File: config.mk
export PLATFORM = sky130hd
export DESIGN_NAME = muldiv_seq
export DESIGN_NICKNAME = d
export VERILOG_FILES = /design/src/rtl/sparc_alu_pkg.sv /design/src/rtl/muldiv_addsub.sv /design/src/rtl/muldiv_seq.sv
export SDC_FILE = /design/constraint.sdc
export NUM_CORES = 1
export LEC_CHECK = 0
export ABC_AREA = 1
export CORE_UTILIZATION = 50
export DETAILED_ROUTE_END_ITERATION = 10
export PLACE_DENSITY = 0.67
export SLEW_MARGIN = 40
export SYNTH_ARGS = -nofsm -noshare
export SYNTH_HDL_FRONTEND = slang
export SYNTH_SLANG_ARGS = --single-unit
File: constraint.sdc
create_clock -name clk -period 8.5 [get_ports clk]
set_input_delay 1.7 -clock clk [delete_from_list [all_inputs] [get_ports clk]]
set_output_delay 1.7 -clock clk [all_outputs]
set_load 0.01 [all_outputs]
File: src/rtl/sparc_alu_pkg.sv
// Shared SPARC integer-unit definitions: op3 codes, mul/div sequencer state encoding
// and small decode helpers used by the ALU, decode and the mul/div sequencer.
package sparc_alu_pkg;

    localparam logic [5:0] OP3_UMUL   = 6'h0A;
    localparam logic [5:0] OP3_SMUL   = 6'h0B;
    localparam logic [5:0] OP3_UMULCC = 6'h1A;
    localparam logic [5:0] OP3_SMULCC = 6'h1B;
    localparam logic [5:0] OP3_UDIV   = 6'h0E;
    localparam logic [5:0] OP3_SDIV   = 6'h0F;
    localparam logic [5:0] OP3_UDIVCC = 6'h1E;
    localparam logic [5:0] OP3_SDIVCC = 6'h1F;

    typedef enum logic [1:0] {
        ST_IDLE = 2'd0,
        ST_CALC = 2'd1,
        ST_FIX  = 2'd2,
        ST_DONE = 2'd3
    } md_state_e;

    typedef enum logic [1:0] {
        MD_MUL = 2'd0,
        MD_DIV = 2'd1,
        MD_DBZ = 2'd2,
        MD_ILL = 2'd3
    } md_kind_e;

    function automatic md_kind_e md_decode(input logic [5:0] op3, input logic [31:0] divisor);
        md_kind_e k;
        case (op3)
            OP3_UMUL, OP3_SMUL, OP3_UMULCC, OP3_SMULCC: k = MD_MUL;
            OP3_UDIV, OP3_SDIV, OP3_UDIVCC, OP3_SDIVCC: k = (divisor == 32'd0) ? MD_DBZ : MD_DIV;
            default:                                    k = MD_ILL;
        endcase
        return k;
    endfunction

    function automatic logic [31:0] mag32(input logic [31:0] x, input logic sgn);
        return (sgn && x[31]) ? (~x + 32'd1) : x;
    endfunction

endpackage

File: src/rtl/muldiv_addsub.sv
// 33-bit add/subtract step shared by the shift-add multiplier and restoring divider.
// For subtract, carry_o=1 means no borrow (a_i >= b_i).
module muldiv_addsub (
    input  logic [32:0] a_i,
    input  logic [32:0] b_i,
    input  logic        sub_i,
    output logic [32:0] sum_o,
    output logic        carry_o
);

    logic [33:0] res;

    assign res              = {1'b0, a_i} + {1'b0, (sub_i ? ~b_i : b_i)} + {33'd0, sub_i};
    assign {carry_o, sum_o} = res;

endmodule

File: src/rtl/muldiv_seq.sv
// Sequential SPARC multiply/divide unit: iterates on operand magnitudes, then
// applies sign correction and divide saturation before committing results.
module muldiv_seq
    import sparc_alu_pkg::*;
#(
    parameter int MUL_STEPS = 32,
    parameter int DIV_STEPS = 64
) (
    input  logic        clk,
    input  logic        rst_n,
    input  logic        start,
    input  logic        flush,
    input  logic [5:0]  opcode,
    input  logic [31:0] rs1,
    input  logic [31:0] rs2,
    input  logic [31:0] y_in,
    output logic        busy,
    output logic        done,
    output logic [31:0] rd_out,
    output logic [31:0] y_out,
    output logic [3:0]  icc_out,
    output logic        y_we,
    output logic        icc_we,
    output logic        division_by_zero
);
    // IDLE wait start | CALC iterate | FIX sign fix/saturate | DONE commit outputs
    localparam int MAX_STEPS = (DIV_STEPS > MUL_STEPS) ? DIV_STEPS : MUL_STEPS;
    localparam int CNT_W     = $clog2(MAX_STEPS) + 1;

    md_state_e        state_q, state_d;
    md_kind_e         kind_q, kind_d, start_kind;
    logic [CNT_W-1:0] cnt_q, cnt_d;
    logic             sgn_q, sgn_d, cc_q, cc_d, neg_q, neg_d, ovf_q, ovf_d;
    logic [31:0]      acc_q, acc_d, opnd_q, opnd_d;
    logic [63:0]      sh_q, sh_d;
    logic [31:0]      rd_q, rd_d, y_q, y_d;
    logic [3:0]       icc_q, icc_d;
    logic             done_q, done_d, y_we_q, y_we_d, icc_we_q, icc_we_d, dbz_q, dbz_d;

    logic [32:0] as_a, as_b, as_sum, mul_sum;
    logic        as_sub, as_co, accept, div_ovf;
    logic [63:0] dvd, prod;
    logic [31:0] div_res;

    assign accept     = (state_q == ST_IDLE) && start && !flush;
    assign start_kind = md_decode(opcode, rs2);

    // Divide shifts the next dividend bit into the partial remainder before the trial subtract.
    assign as_sub = (kind_q == MD_DIV);
    assign as_a   = as_sub ? {acc_q, sh_q[63]} : {1'b0, acc_q};
    assign as_b   = {1'b0, opnd_q};

    muldiv_addsub u_addsub (
        .a_i     (as_a),
        .b_i     (as_b),
        .sub_i   (as_sub),
        .sum_o   (as_sum),
        .carry_o (as_co)
    );

    assign mul_sum = sh_q[0] ? as_sum : {1'b0, acc_q};
    assign dvd     = {y_in, rs1};
    assign prod    = neg_q ? (~{acc_q, sh_q[31:0]} + 64'd1) : {acc_q, sh_q[31:0]};

    always_comb begin
        div_ovf = 1'b0;
        div_res = sh_q[31:0];
        if (!sgn_q) begin
            div_ovf = |sh_q[63:32];
            if (div_ovf) div_res = 32'hFFFF_FFFF;
        end else if (!neg_q) begin
            div_ovf = |sh_q[63:31];
            if (div_ovf) div_res = 32'h7FFF_FFFF;
        end else begin
            div_ovf = (sh_q > 64'h0000_0000_8000_0000);
            div_res = div_ovf ? 32'h8000_0000 : (~sh_q[31:0] + 32'd1);
        end
    end

    always_comb begin
        state_d = state_q;
        case (state_q)
            ST_IDLE: if (accept) state_d = (start_kind == MD_MUL || start_kind == MD_DIV) ? ST_CALC : ST_DONE;
            ST_CALC: if (cnt_q == '0) state_d = ST_FIX;
            ST_FIX:  state_d = ST_DONE;
            ST_DONE: state_d = ST_IDLE;
            default: state_d = ST_IDLE;
        endcase
        if (flush) state_d = ST_IDLE;
    end

    always_comb begin
        kind_d   = kind_q;
        cnt_d    = cnt_q;
        sgn_d    = sgn_q;
        cc_d     = cc_q;
        neg_d    = neg_q;
        ovf_d    = ovf_q;
        acc_d    = acc_q;
        opnd_d   = opnd_q;
        sh_d     = sh_q;
        rd_d     = rd_q;
        y_d      = y_q;
        icc_d    = icc_q;
        done_d   = 1'b0;
        y_we_d   = 1'b0;
        icc_we_d = 1'b0;
        dbz_d    = 1'b0;
        case (state_q)
            ST_IDLE: begin
                if (accept) begin
                    kind_d = start_kind;
                    sgn_d  = opcode[0];
                    cc_d   = opcode[4];
                    acc_d  = '0;
                    opnd_d = mag32(rs2, opcode[0]);
                    if (start_kind == MD_DIV) begin
                        neg_d = opcode[0] & (y_in[31] ^ rs2[31]);
                        sh_d  = (opcode[0] && y_in[31]) ? (~dvd + 64'd1) : dvd;
                        cnt_d = CNT_W'(DIV_STEPS - 1);
                    end else begin
                        neg_d = opcode[0] & (rs1[31] ^ rs2[31]);
                        sh_d  = {32'd0, mag32(rs1, opcode[0])};
                        cnt_d = CNT_W'(MUL_STEPS - 1);
                    end
                end
            end
            ST_CALC: begin
                cnt_d = cnt_q - CNT_W'(1);
                if (kind_q == MD_DIV) begin
                    sh_d  = {sh_q[62:0], as_co};
                    acc_d = as_co ? as_sum[31:0] : as_a[31:0];
                end else begin
                    acc_d       = mul_sum[32:1];
                    sh_d[31:0]  = {mul_sum[0], sh_q[31:1]};
                end
            end
            ST_FIX: begin
                if (kind_q == MD_DIV) begin
                    sh_d[31:0] = div_res;
                    ovf_d      = div_ovf;
                end else begin
                    acc_d      = prod[63:32];
                    sh_d[31:0] = prod[31:0];
                end
            end
            ST_DONE: begin
                if (!flush) begin
                    done_d = 1'b1;
                    case (kind_q)
                        MD_MUL: begin
                            rd_d     = sh_q[31:0];
                            y_d      = acc_q;
                            y_we_d   = 1'b1;
                            icc_we_d = cc_q;
                        end
                        MD_DIV: begin
                            rd_d     = sh_q[31:0];
                            icc_we_d = cc_q;
                        end
                        MD_DBZ: begin
                            rd_d  = '0;
                            dbz_d = 1'b1;
                        end
                        default: rd_d = '0;
                    endcase
                    if (icc_we_d) icc_d = {rd_d[31], rd_d == 32'd0, (kind_q == MD_DIV) && ovf_q, 1'b0};
                end
            end
            default: ;
        endcase
    end

    always_ff @(posedge clk or negedge rst_n) begin
        if (!rst_n) state_q <= ST_IDLE;
        else        state_q <= state_d;
    end

    always_ff @(posedge clk or negedge rst_n) begin
        if (!rst_n) begin
            kind_q   <= MD_MUL;
            cnt_q    <= '0;
            sgn_q    <= 1'b0;
            cc_q     <= 1'b0;
            neg_q    <= 1'b0;
            ovf_q    <= 1'b0;
            acc_q    <= '0;
            opnd_q   <= '0;
            sh_q     <= '0;
            rd_q     <= '0;
            y_q      <= '0;
            icc_q    <= '0;
            done_q   <= 1'b0;
            y_we_q   <= 1'b0;
            icc_we_q <= 1'b0;
            dbz_q    <= 1'b0;
        end else begin
            kind_q   <= kind_d;
            cnt_q    <= cnt_d;
            sgn_q    <= sgn_d;
            cc_q     <= cc_d;
            neg_q    <= neg_d;
            ovf_q    <= ovf_d;
            acc_q    <= acc_d;
            opnd_q   <= opnd_d;
            sh_q     <= sh_d;
            rd_q     <= rd_d;
            y_q      <= y_d;
            icc_q    <= icc_d;
            done_q   <= done_d;
            y_we_q   <= y_we_d;
            icc_we_q <= icc_we_d;
            dbz_q    <= dbz_d;
        end
    end

    assign busy             = (state_q != ST_IDLE);
    assign done             = done_q;
    assign rd_out           = rd_q;
    assign y_out            = y_q;
    assign icc_out          = icc_q;
    assign y_we             = y_we_q;
    assign icc_we           = icc_we_q;
    assign division_by_zero = dbz_q;

endmodule

# Word level (Yosys, flattened, before mapping)
# Index checks and enable logic that the tools add are counted.
# op_classes
n_addsub	8
order_cmp	1
n_eq_ne	23
n_mux	53
bitwise_logic	11
n_reduce_logical	32
# ops
op	n
two-way mux 32 bit	17
two-way mux 64 bit	4
one-hot mux 32 bit (3 select lines)	2
adder 64 x 1 -> 64 bit, second input constant	2
NOT 64 bit	2
two-way mux 33 bit	3
adder 32 x 1 -> 32 bit, second input constant	3
NOT 32 bit	3
> comparator 64 x 32 -> 1 bit, second input constant	1
logical NOT 32 bit	2
one-hot mux 32 bit (2 select lines)	1
adder 33 x 33 -> 34 bit	1
adder 34 x 1 -> 34 bit	1
NOT 32 -> 33 bit	1
OR reduction 33 bit	1
OR reduction 32 bit	1
== test 6 x 4 -> 1 bit, second input constant	4
== test 6 x 5 -> 1 bit, second input constant	4
two-way mux 1 bit	16
one-hot mux 7 bit (2 select lines)	1
two-way mux 2 bit	5
AND reduction 2 bit	5
!= test 3 bit, second input constant	3
AND reduction 3 bit	3
other kinds (23)	42
# word_totals
reg_bits	214
output_inout_bits	73
elab_cells	146

# Logic depth before layout (Yosys ltp)
# Gate-level depths: netlist of run 1.
# logic_depth
depth_word	9
ltp_mapped	27
depth_no_buf	24

# Cells and area by module
# A second synthesis of run 1 with hierarchy kept.
# unflattened
cells_unflattened	3239
area_unflattened_um2	19433.6
# modules_own_cells
module	instances	cells_per_inst	area_each_um2	seq_area_each_um2
muldiv_seq	1	2741	16803.6	5355.1
muldiv_addsub	1	498	2630.0	0.0

# Least setup slack after synthesis of run 1
# No wires, ideal clock.
# synth_timing
path_type	input to register
from	in rs1[0]
to	reg sh_q[24]
setup_time_ns	0.118
arrival_ns	3.290
required_ns	8.382
path_slack_ns	5.092
path_stages	14
n_path_buf	0
path_cell_list	inv_1 -> ha_1 -> inv_1 -> nor3_1 -> nand2_1 -> nor2_2 -> nand2_1 -> xor2_1 -> nand2_1 -> o21ai_0 -> o21ai_0 -> nand2_1 -> nand3_1 -> nand2_1
# synth_via
elab_chain_len	6
# synth_lines
item	line_no	rtl
from (decl)	muldiv_seq.sv:14	input logic [31:0] rs1,
NOT 64 bit / NOT 32 bit (equally long branches)	muldiv_seq.sv:119, sparc_alu_pkg.sv:39	
adder 64 x 1 -> 64 bit / adder 32 x 1 -> 32 bit (equally long branches)	muldiv_seq.sv:119, sparc_alu_pkg.sv:39	
two-way mux 64 bit / two-way mux 32 bit (equally long branches)	muldiv_seq.sv:119, sparc_alu_pkg.sv:39	
two-way mux 64 bit (*)	muldiv_seq.sv:117	if (start_kind == MD_DIV) begin
two-way mux 64 bit (*)	muldiv_seq.sv:111	if (accept) begin
one-hot mux 32 bit (3 select lines) (*)	muldiv_seq.sv:109	case (state_q)
to (signal assigned)	muldiv_seq.sv:189	sh_q <= '0;
to (signal assigned)	muldiv_seq.sv:206	sh_q <= sh_d;
to (decl)	muldiv_seq.sv:35	logic [63:0] sh_q, sh_d;
# Mark *: on every way between the ends. The rest lies on a longest branch, timed or not. The select of a mux whose other input is x is not followed.
# A chain may end at the register's enable or synchronous reset.

# Final worst setup path of run 1
# layout_timing
from	reg kind_q[1]
to	reg acc_q[12]
# layout_via
elab_chain_len	7
# layout_lines
item	line_no	rtl
from (decl)	muldiv_seq.sv:31	md_kind_e kind_q, kind_d, start_kind;
from (signal assigned)	muldiv_seq.sv:198	kind_q <= kind_d;
== test 2 x 1 -> 1 bit (*)	muldiv_seq.sv:49, muldiv_seq.sv:130, muldiv_seq.sv:139	
two-way mux 33 bit (on tied branches)	muldiv_seq.sv:50, muldiv_addsub.sv:13	
adder 33 x 33 -> 34 bit	muldiv_addsub.sv:13	assign res = {1'b0, a_i} + {1'b0, (sub_i ? ~b_i : b_i)} + {33'd0, sub_i};
adder 34 x 1 -> 34 bit	muldiv_addsub.sv:13	
two-way mux 33 bit / two-way mux 32 bit (equally long branches)	muldiv_seq.sv:61, muldiv_seq.sv:132	
two-way mux 32 bit	muldiv_seq.sv:130	if (kind_q == MD_DIV) begin
one-hot mux 32 bit (3 select lines)	muldiv_seq.sv:109	
to (signal assigned)	muldiv_seq.sv:187	acc_q <= '0;
to (signal assigned)	muldiv_seq.sv:204	acc_q <= acc_d;
to (decl)	muldiv_seq.sv:34	logic [31:0] acc_q, acc_d, opnd_q, opnd_d;
# Mark *: on every way between the ends. The rest lies on a longest branch, timed or not.

==> summary.md, run 1 <==
| Metric | Value |
|---|---|
| Outcome | `completed` |
| Netlist cell types | `61` |
| Worst Path Max Fanout | `56` |
| Core footprint | `37800 µm²` |
| Slowest CP cell | `dfrtp_1` |
| Root buf cell | `clkbuf_16` |
| Final ANT Viol Nets | `0` |
| CTS H-tree lvls | `1` |
| DRT Wirelength | `70.3 mm` |
| CTS buffer count | `25` |
| Hold Path Class | `reg2reg` |
| Vias | `21.6k` |
| Worst path most repeated cell | `nand2_1` |
| Fin. max-slew vios | `0` |
| Static Leak | `9.90 nW` |
| Ranking of synthesized cells by area | `dfrtp_1, nand2_1, o21ai_0, nand3_1, inv_1` |
| Crit. End Element | `register` |
| 1st-iter DRT viols | `1915` |
| Average size of a mapped cell | `6.32 µm²` |
| Worst-skew pair later-pin latency | `550 ps` |
| Clock Pin Slew Worst Setup and Hold Paths | `60 ps` |
| Register area share after synthesis | `0.279` |
| MaxCap Viol Count | `0` |
| Clk buf depth | `3` |
| Die Y | `198 µm` |
| FF+latch area | `5360 µm²` |
| Via density | `5.90` |
| Final worst slack | `3510 ps` |
| Cells after Synth | `3042` |
| Unrepaired setup endpoints after global routing | `no` |
| Die Wd | `198 µm` |
| Crit share post-route | `0.587` |
| Crit start category | `register` |
| Hold path depth | `2` |
| CTS tree | `yes` |
| Post-cts sizing count | `0` |
| Initial antenna violation count | `0` |
| DR pass1 iterations | `7` |
| Final setup TNS | `0 ps` |
| Post-synth top area share | `0.279` |
| First-pass GRT wire length | `110 mm` |
| Top FF cell, synth | `dfrtp_1` |
| Synth area leader | `dfrtp_1` |
| Largest net degree at the start of global routing | `89` |
| Final setup viols | `0` |
| Fillers | `3784` |
| Initial core utilization | `0.509` |
| Critical Path Source | `kind_q[1]` |
| Area of the multi-input gates | `12000 µm²` |
| Setup repair bufs after CTS | `0` |
| Nets | `3280` |
| Hold_buf cts | `0` |
| All-Layer GR Usage | `0.359` |
| Top Ports | `179` |
| Async SR Flop Fraction | `1.00` |
| # port buffers | `177` |
| Number of global-route vias before repair | `20.4k` |
| Post-Place Worst Slack | `3570 ps` |
| Layout area overhead | `14.5%` |
| Cells along the critical path | `inv_4 > nand2_4 > buf_4 > xnor2_1 > ha_1 > a21oi_1 > o21ai_0 > nand2_1 > a21oi_2 > nor2_4 > nand3_4 > nor2_2 > nand2_1 > nand4_1 > nand2_1 > nand2_1 > o21ai_1` |
| Die ar. | `39200 µm²` |
| Net Count, Synth | `3190` |
| Flops & latches, synth | `214` |
| Cell Rows | `71` |
| Clock skew | `15.0 ps` |
| DRC Markers | `0` |
| F_max | `201 MHz` |
| Mapped Area | `19200 µm²` |
| Cells on worst reg2reg path | `17` |
| Routed WL per cell | `19.2 µm` |
| Overflow after GRT | `0` |
| CP peak stage delay | `730 ps` |
| Final hold violations | `0` |
| Crit Path Class | `reg2reg` |
| Clock sink count | `214` |
| RD Place Congestion | `1.00` |
| Warnings, synthesis | `0` |
| Post-synth EDFFs | `0` |
| Worst EP required | `8910 ps` |
| Min-delay src | `y_out[27]` |
| Slew @ Worst Pin | `840 ps` |
| Min Tclk post-route | `4990 ps` |
| Worst vdd ir | `0.202 mV` |
| Crit path DAT | `5400 ps` |
| Pwr Density | `379 nW/µm²` |
| Slew HR | `0.434` |
| DP Wirelength | `54.6 mm` |
| Share of layout cells above drive strength 1 | `0.0454` |
| RR Startpoint | `kind_q[1]` |
## report_power, final
part | switching [W] | total [W] | leakage, nW | internal [W]
Combinational | 0.00367 | 0.00544 | 6.85 | 0.00176
Sequential | 0.000409 | 0.00185 | 2.66 | 0.00144
Clock | 0.000439 | 0.00105 | 0.383 | 0.000613
## routing by layer
metal / global-route usage / share of wire / vias to the layer above
li1: - / - / 10300
met1: 0.459 / 0.41 / 10200
met2: 0.608 / 0.48 / 900
met3: 0.0438 / 0.065 / 194
met4: 0.160 / 0.047 / 0
met5: 0 / 0 / -
## cell type report
cell class / instances / share of cell area
sequential: 214 / 0.243
multi-input combinational: 2361 / 0.547
inverter: 334 / 0.0571
tap: 511 / 0.0291
timing repair buffer: 196 / 0.0877
antenna: 1 / 0.000114
clock inverter: 6 / 0.00262
clock buffer: 38 / 0.0329
## flip-flops by register name, summed over array words and instances (netlist names), 2 cells and up
register	cells
state_q	2
icc_out	3
kind_q	2
cnt_q	7
sh_q	64
y_out	32
opnd_q	32
rd_out	32
acc_q	32
## metrics by stage
| step | instances | cell area, µm² | hold slack [ps] | utilization | total power [W] |
|---|---|---|---|---|---|
| finish | 3661 | 22000 | 483 | 0.583 | 0.00835 |
| global route | 3660 | 22000 | 507 | 0.583 | 0.00898 |
| CTS | 3660 | 22000 | 487 | 0.583 | 0.00823 |
| detailed placement | 3616 | 21200 | 472 | 0.562 | 0.00716 |
| global placement | 3616 | 21200 | 468 | 0.562 | 0.00707 |
| floorplan | 3042 | 19200 | 450 | - | 0.00546 |
## cells in the final DEF (no fill, tap or decap), drive strengths merged, types with 5 or more instances in the layout
cell	netlist	final
a21o	6	6
a21oi	187	187
a22oi	13	13
a31oi	8	8
buf	40	20
clkbuf	93	38
clkdlybuf4s50	0	176
clkinv	4	9
dfrtp	214	214
ha	41	41
inv	330	329
nand2	786	786
nand3	279	279
nand3b	10	10
nand4	77	77
nor2	308	308
nor3	54	54
nor4	29	29
o2111ai	5	5
o211ai	59	59
o21ai	327	327
o21bai	6	6
o31ai	9	9
or2	15	15
xnor2	48	48
xor2	73	73
## synth_stat cells (10+ instances only)
cell	number
nand2_1	775
inv_1	313
nor2_1	287
o21ai_0	281
nand3_1	275
dfrtp_1	214
a21oi_1	186
clkbuf_1	93
nand4_1	74
xor2_1	73
o211ai_1	59
nor3_1	48
xnor2_1	48
o21ai_1	44
ha_1	41
nor4_1	28
buf_2	22
inv_2	16
a22oi_1	12
or2_2	12
nand3b_1	10
nor2_2	10
## path summary, 6_finish.rpt
check / to / slack (ps)
worst max-delay path: acc_q[12] / 3510
worst min-delay path: y_out[27] / 480
worst max register to register: acc_q[12] / 3510
worst min register to register: y_out[27] / 480
max in group asynchronous: sh_q[38] / 6260
min in group asynchronous: y_out[17] / 1080
## worst max-delay path: cells and delay by family (launching register included)
family / cells / cell delay [ps]
AOI/OAI and AO/OA: 4 / 680
DFF: 1 / 730
adders and majority gates: 1 / 350
xor gates and xnor gates: 1 / 260
buffers and inverters: 2 / 660
and+or+nand+nor: 9 / 2130
## cell families after synthesis
group                    after synthesis  share of synthesized area
XOR/XNOR                             121                     0.0551
flip-flops                           214                      0.279
adder cells (fa/ha/maj)               42                     0.0277
buffers and inverters                467                     0.0959
AO/OA/AOI/OAI                        634                      0.182
AND/OR/NAND/NOR                     1563                      0.360
other                                  1                   0.000195
Note: power is estimated with default switching activity, not from simulation.
==> run 2, diff against run 1 <==
--- a/config.mk
+++ b/config.mk
@@ -8,7 +8,7 @@
 export ABC_AREA = 1
 export CORE_UTILIZATION = 50
 export DETAILED_ROUTE_END_ITERATION = 10
-export PLACE_DENSITY = 0.67
+export PLACE_DENSITY = 0.7
 export SLEW_MARGIN = 40
 export SYNTH_ARGS = -nofsm -noshare
 export SYNTH_HDL_FRONTEND = slang
==> constraint.sdc (replaced) <==
create_clock -name clk -period 4.5 [get_ports clk]
set_input_delay 0.9 -clock clk [delete_from_list [all_inputs] [get_ports clk]]
set_output_delay 0.9 -clock clk [all_outputs]
set_load 0.01 [all_outputs]
==> summary.md, run 2 (synthesis results as in run 1) <==
| Metric | Value |
|---|---|
| Min Tclk post-route | `4290 ps (was 4990 ps)` |
| Clock Pin Slew Worst Setup and Hold Paths | `60 ps (about the same)` |
| Slew @ Worst Pin | `860 ps (was 840 ps)` |
| Clock sink count | `214 (unchanged)` |
| Crit. End Element | `register (unchanged)` |
| Core footprint | `37800 µm² (unchanged)` |
| CTS tree | `yes (unchanged)` |
| Psw | `0.00870 W (was 0.00452 W)` |
| CP peak stage delay | `530 ps (was 730 ps)` |
| Crit share post-route | `0.953 (was 0.587)` |
| Flop pwr share | `0.217 (was 0.222)` |
| Die Y | `198 µm (unchanged)` |
| Final setup TNS | `0 ps (unchanged)` |
| Crit start category | `register (unchanged)` |
| Outcome | `completed (unchanged)` |
| Static Leak | `10.0 nW (was 9.90 nW)` |
| Reg2reg end | `acc_q[11] (was acc_q[12])` |
| Die ar. | `39200 µm² (unchanged)` |
| F_max | `233 MHz (was 201 MHz)` |
| Slew HR | `0.426 (was 0.434)` |
| Worst-skew pair later-pin latency | `580 ps (was 550 ps)` |
| Fin. max-slew vios | `0 (unchanged)` |
| Most frequent cells in the layout | `nand2_1, inv_1, nor2_1, o21ai_0, nand3_1 (unchanged)` |
| Net Sw Frac | `0.538 (was 0.542)` |
| DRT Wirelength | `72.3 mm (was 70.3 mm)` |
| Root buf cell | `clkbuf_16 (unchanged)` |
| DR pass1 iterations | `7 (unchanged)` |
| FF+latch area | `5360 µm² (unchanged)` |
| Max reg flops | `64 (unchanged)` |
| Layout area overhead | `15.9% (was 14.5%)` |
| Cell area after layout | `22300 µm² (was 22000 µm²)` |
| DP Wirelength | `55.6 mm (was 54.6 mm)` |
| Post-place instance area | `21400 µm² (was 21200 µm²)` |
| Cells along the critical path | `inv_4 > nand2_4 > nor2_1 > a21oi_1 > ha_1 > a21oi_1 > o21ai_1 > nand2_1 > nand3_1 > nor2_4 > nand4_2 > or2_2 > nand2_1 > nand2_1 > nand2_1 > nand2_1 (was inv_4 > nand2_4 > buf_4 > xnor2_1 > ha_1 > a21oi_1 > o21ai_0 > nand2_1 > a21oi_2 > nor2_4 > nand3_4 > nor2_2 > nand2_1 > nand4_1 > nand2_1 > nand2_1 > o21ai_1)` |
| Crit Path Class | `reg2reg (unchanged)` |
| Worst path most repeated cell | `nand2_1 (unchanged)` |
| Initial antenna violation count | `1 (was 0)` |
| Overflow after GRT | `0 (unchanged)` |
| Worst EP required | `4940 ps (was 8910 ps)` |
| Cells on worst reg2reg path | `16 (was 17)` |
| Area of the multi-input gates | `12000 µm² (about the same)` |
| Hold Path Class | `in2async (was reg2reg)` |
| CTS buffer count | `25 (unchanged)` |
| Clk buf depth | `3 (unchanged)` |
| Finished Layout Cells | `3679 (was 3661)` |
| Final ANT Viol Nets | `0 (unchanged)` |
| Hold_buf cts | `0 (unchanged)` |
| Clock skew | `31.9 ps (was 15.0 ps)` |
| Vias | `21.8k (was 21.6k)` |
| All-Layer GR Usage | `0.367 (was 0.359)` |
| DRC Markers | `0 (unchanged)` |
| Post-cts sizing count | `0 (unchanged)` |
| Die Wd | `198 µm (unchanged)` |
| Routed WL per cell | `19.6 µm (was 19.2 µm)` |
| Crit path DAT | `4730 ps (was 5400 ps)` |
| Fillers | `3777 (was 3784)` |
| Reg with most FFs | `sh_q (unchanged)` |
| CTS H-tree lvls | `1 (unchanged)` |
| Clock power frac | `0.136 (was 0.126)` |
| # port buffers | `177 (unchanged)` |
| Final hold violations | `0 (unchanged)` |
| Share of layout cells above drive strength 1 | `0.0508 (was 0.0454)` |
| Pwr Density | `727 nW/µm² (was 379 nW/µm²)` |
| 1st-iter DRT viols | `2014 (was 1915)` |
| Internal Power | `0.00749 W (was 0.00382 W)` |
| MaxCap Viol Count | `0 (unchanged)` |
| Inst Count DP | `3633 (was 3616)` |
| Initial core utilization | `0.509 (unchanged)` |
| Setup repair bufs after CTS | `0 (unchanged)` |
| Via density | `5.92 (was 5.90)` |
| Reg2reg setup slack | `210 ps (was 3510 ps)` |
| Worst Path Max Fanout | `54 (was 56)` |
| RR Startpoint | `kind_q[1] (unchanged)` |
| First-pass GRT wire length | `112 mm (was 110 mm)` |
| RD Place Congestion | `1.02 (was 1.00)` |
| Worst vdd ir | `0.384 mV (was 0.202 mV)` |
| Final setup viols | `0 (unchanged)` |
| Top Ports | `179 (unchanged)` |
| Cell Rows | `71 (unchanged)` |
| Commonest non-fill, non-tap cell in the layout | `nand2_1 (unchanged)` |
| Largest net degree at the start of global routing | `105 (was 89)` |
| Slowest CP cell | `dfrtp_1 (unchanged)` |
| Nets | `3298 (was 3280)` |
| Number of global-route vias before repair | `20.8k (was 20.4k)` |
| Comb pwr share | `0.648 (was 0.652)` |
| Unrepaired setup endpoints after global routing | `no (unchanged)` |
## run 2: cell types whose count changed in the layout (fill, tap and decap cells not counted), moves of 2 or more
cell / delta
buf_4: +16
buf_12: +3
bufinv_16: +3
clkbuf_1: -3
buf_6: -2
clkinv_2: -2
clkinvlp_4: +2
inv_1: +2
inv_2: -2
## run 2: layout make-up
type                    instances  share of cell area
multi-input cells            2361               0.540
flip-flops and latches        214               0.240
repair buffers                214              0.0950
inverters                     334              0.0564
clock buffers                  34              0.0314
well taps                     511              0.0287
clock inverters                10             0.00775
diodes                          1            0.000112
## run 2: worst max-delay path: cells and delay by family, from the launching register on
kind / cells / cell delay (ps)
simple gates: 11 / 2320
compound gates: 3 / 800
flops: 1 / 530
fa+ha+maj: 1 / 400
buf+inv: 1 / 90
## run 2: worst max path at each step
stage	from	endpoint	slack, ps	depth (start not counted)
floorplan	kind_q[1]	acc_q[13]	1190	21
global placement	kind_q[1]	acc_q[15]	450	15
detailed placement	kind_q[1]	acc_q[15]	390	15
CTS	kind_q[1]	acc_q[11]	380	15
global route	kind_q[1]	acc_q[15]	70	16
finish	kind_q[1]	acc_q[11]	210	16
## run 2: routing by layer
layer / track usage / wire length [µm] / vias up / share of wire
li1: - / - / 10300 / -
met1: 0.455 / 28900 / 10200 / 0.40
met2: 0.609 / 34000 / 1020 / 0.47
met3: 0.0484 / 4950 / 255 / 0.069
met4: 0.220 / 4450 / 0 / 0.062
met5: 0 / 0 / - / 0
## run 2: power by group through the flow
stage | combinational, W | sequential [W] | clock, W
2_1_floorplan | 0.00695 | 0.00336 | 0
3_3_place_gp | 0.0101 | 0.00348 | 0
3_5_place_dp | 0.0102 | 0.00351 | 0
4_1_cts | 0.0103 | 0.00348 | 0.00222
5_1_grt | 0.0114 | 0.00359 | 0.00228
6_report | 0.0105 | 0.00351 | 0.00219
## run 2: through the flow
stage,hold WS [ps],total power [W],utilization,worst slack [ps]
5_1_grt,215,0.0173,0.590,65.7
3_3_place_gp,469,0.0136,0.566,454
6_report,199,0.0162,0.590,213
4_1_cts,425,0.0160,0.589,375
3_5_place_dp,477,0.0137,0.566,388
2_1_floorplan,450,0.0103,-,1190
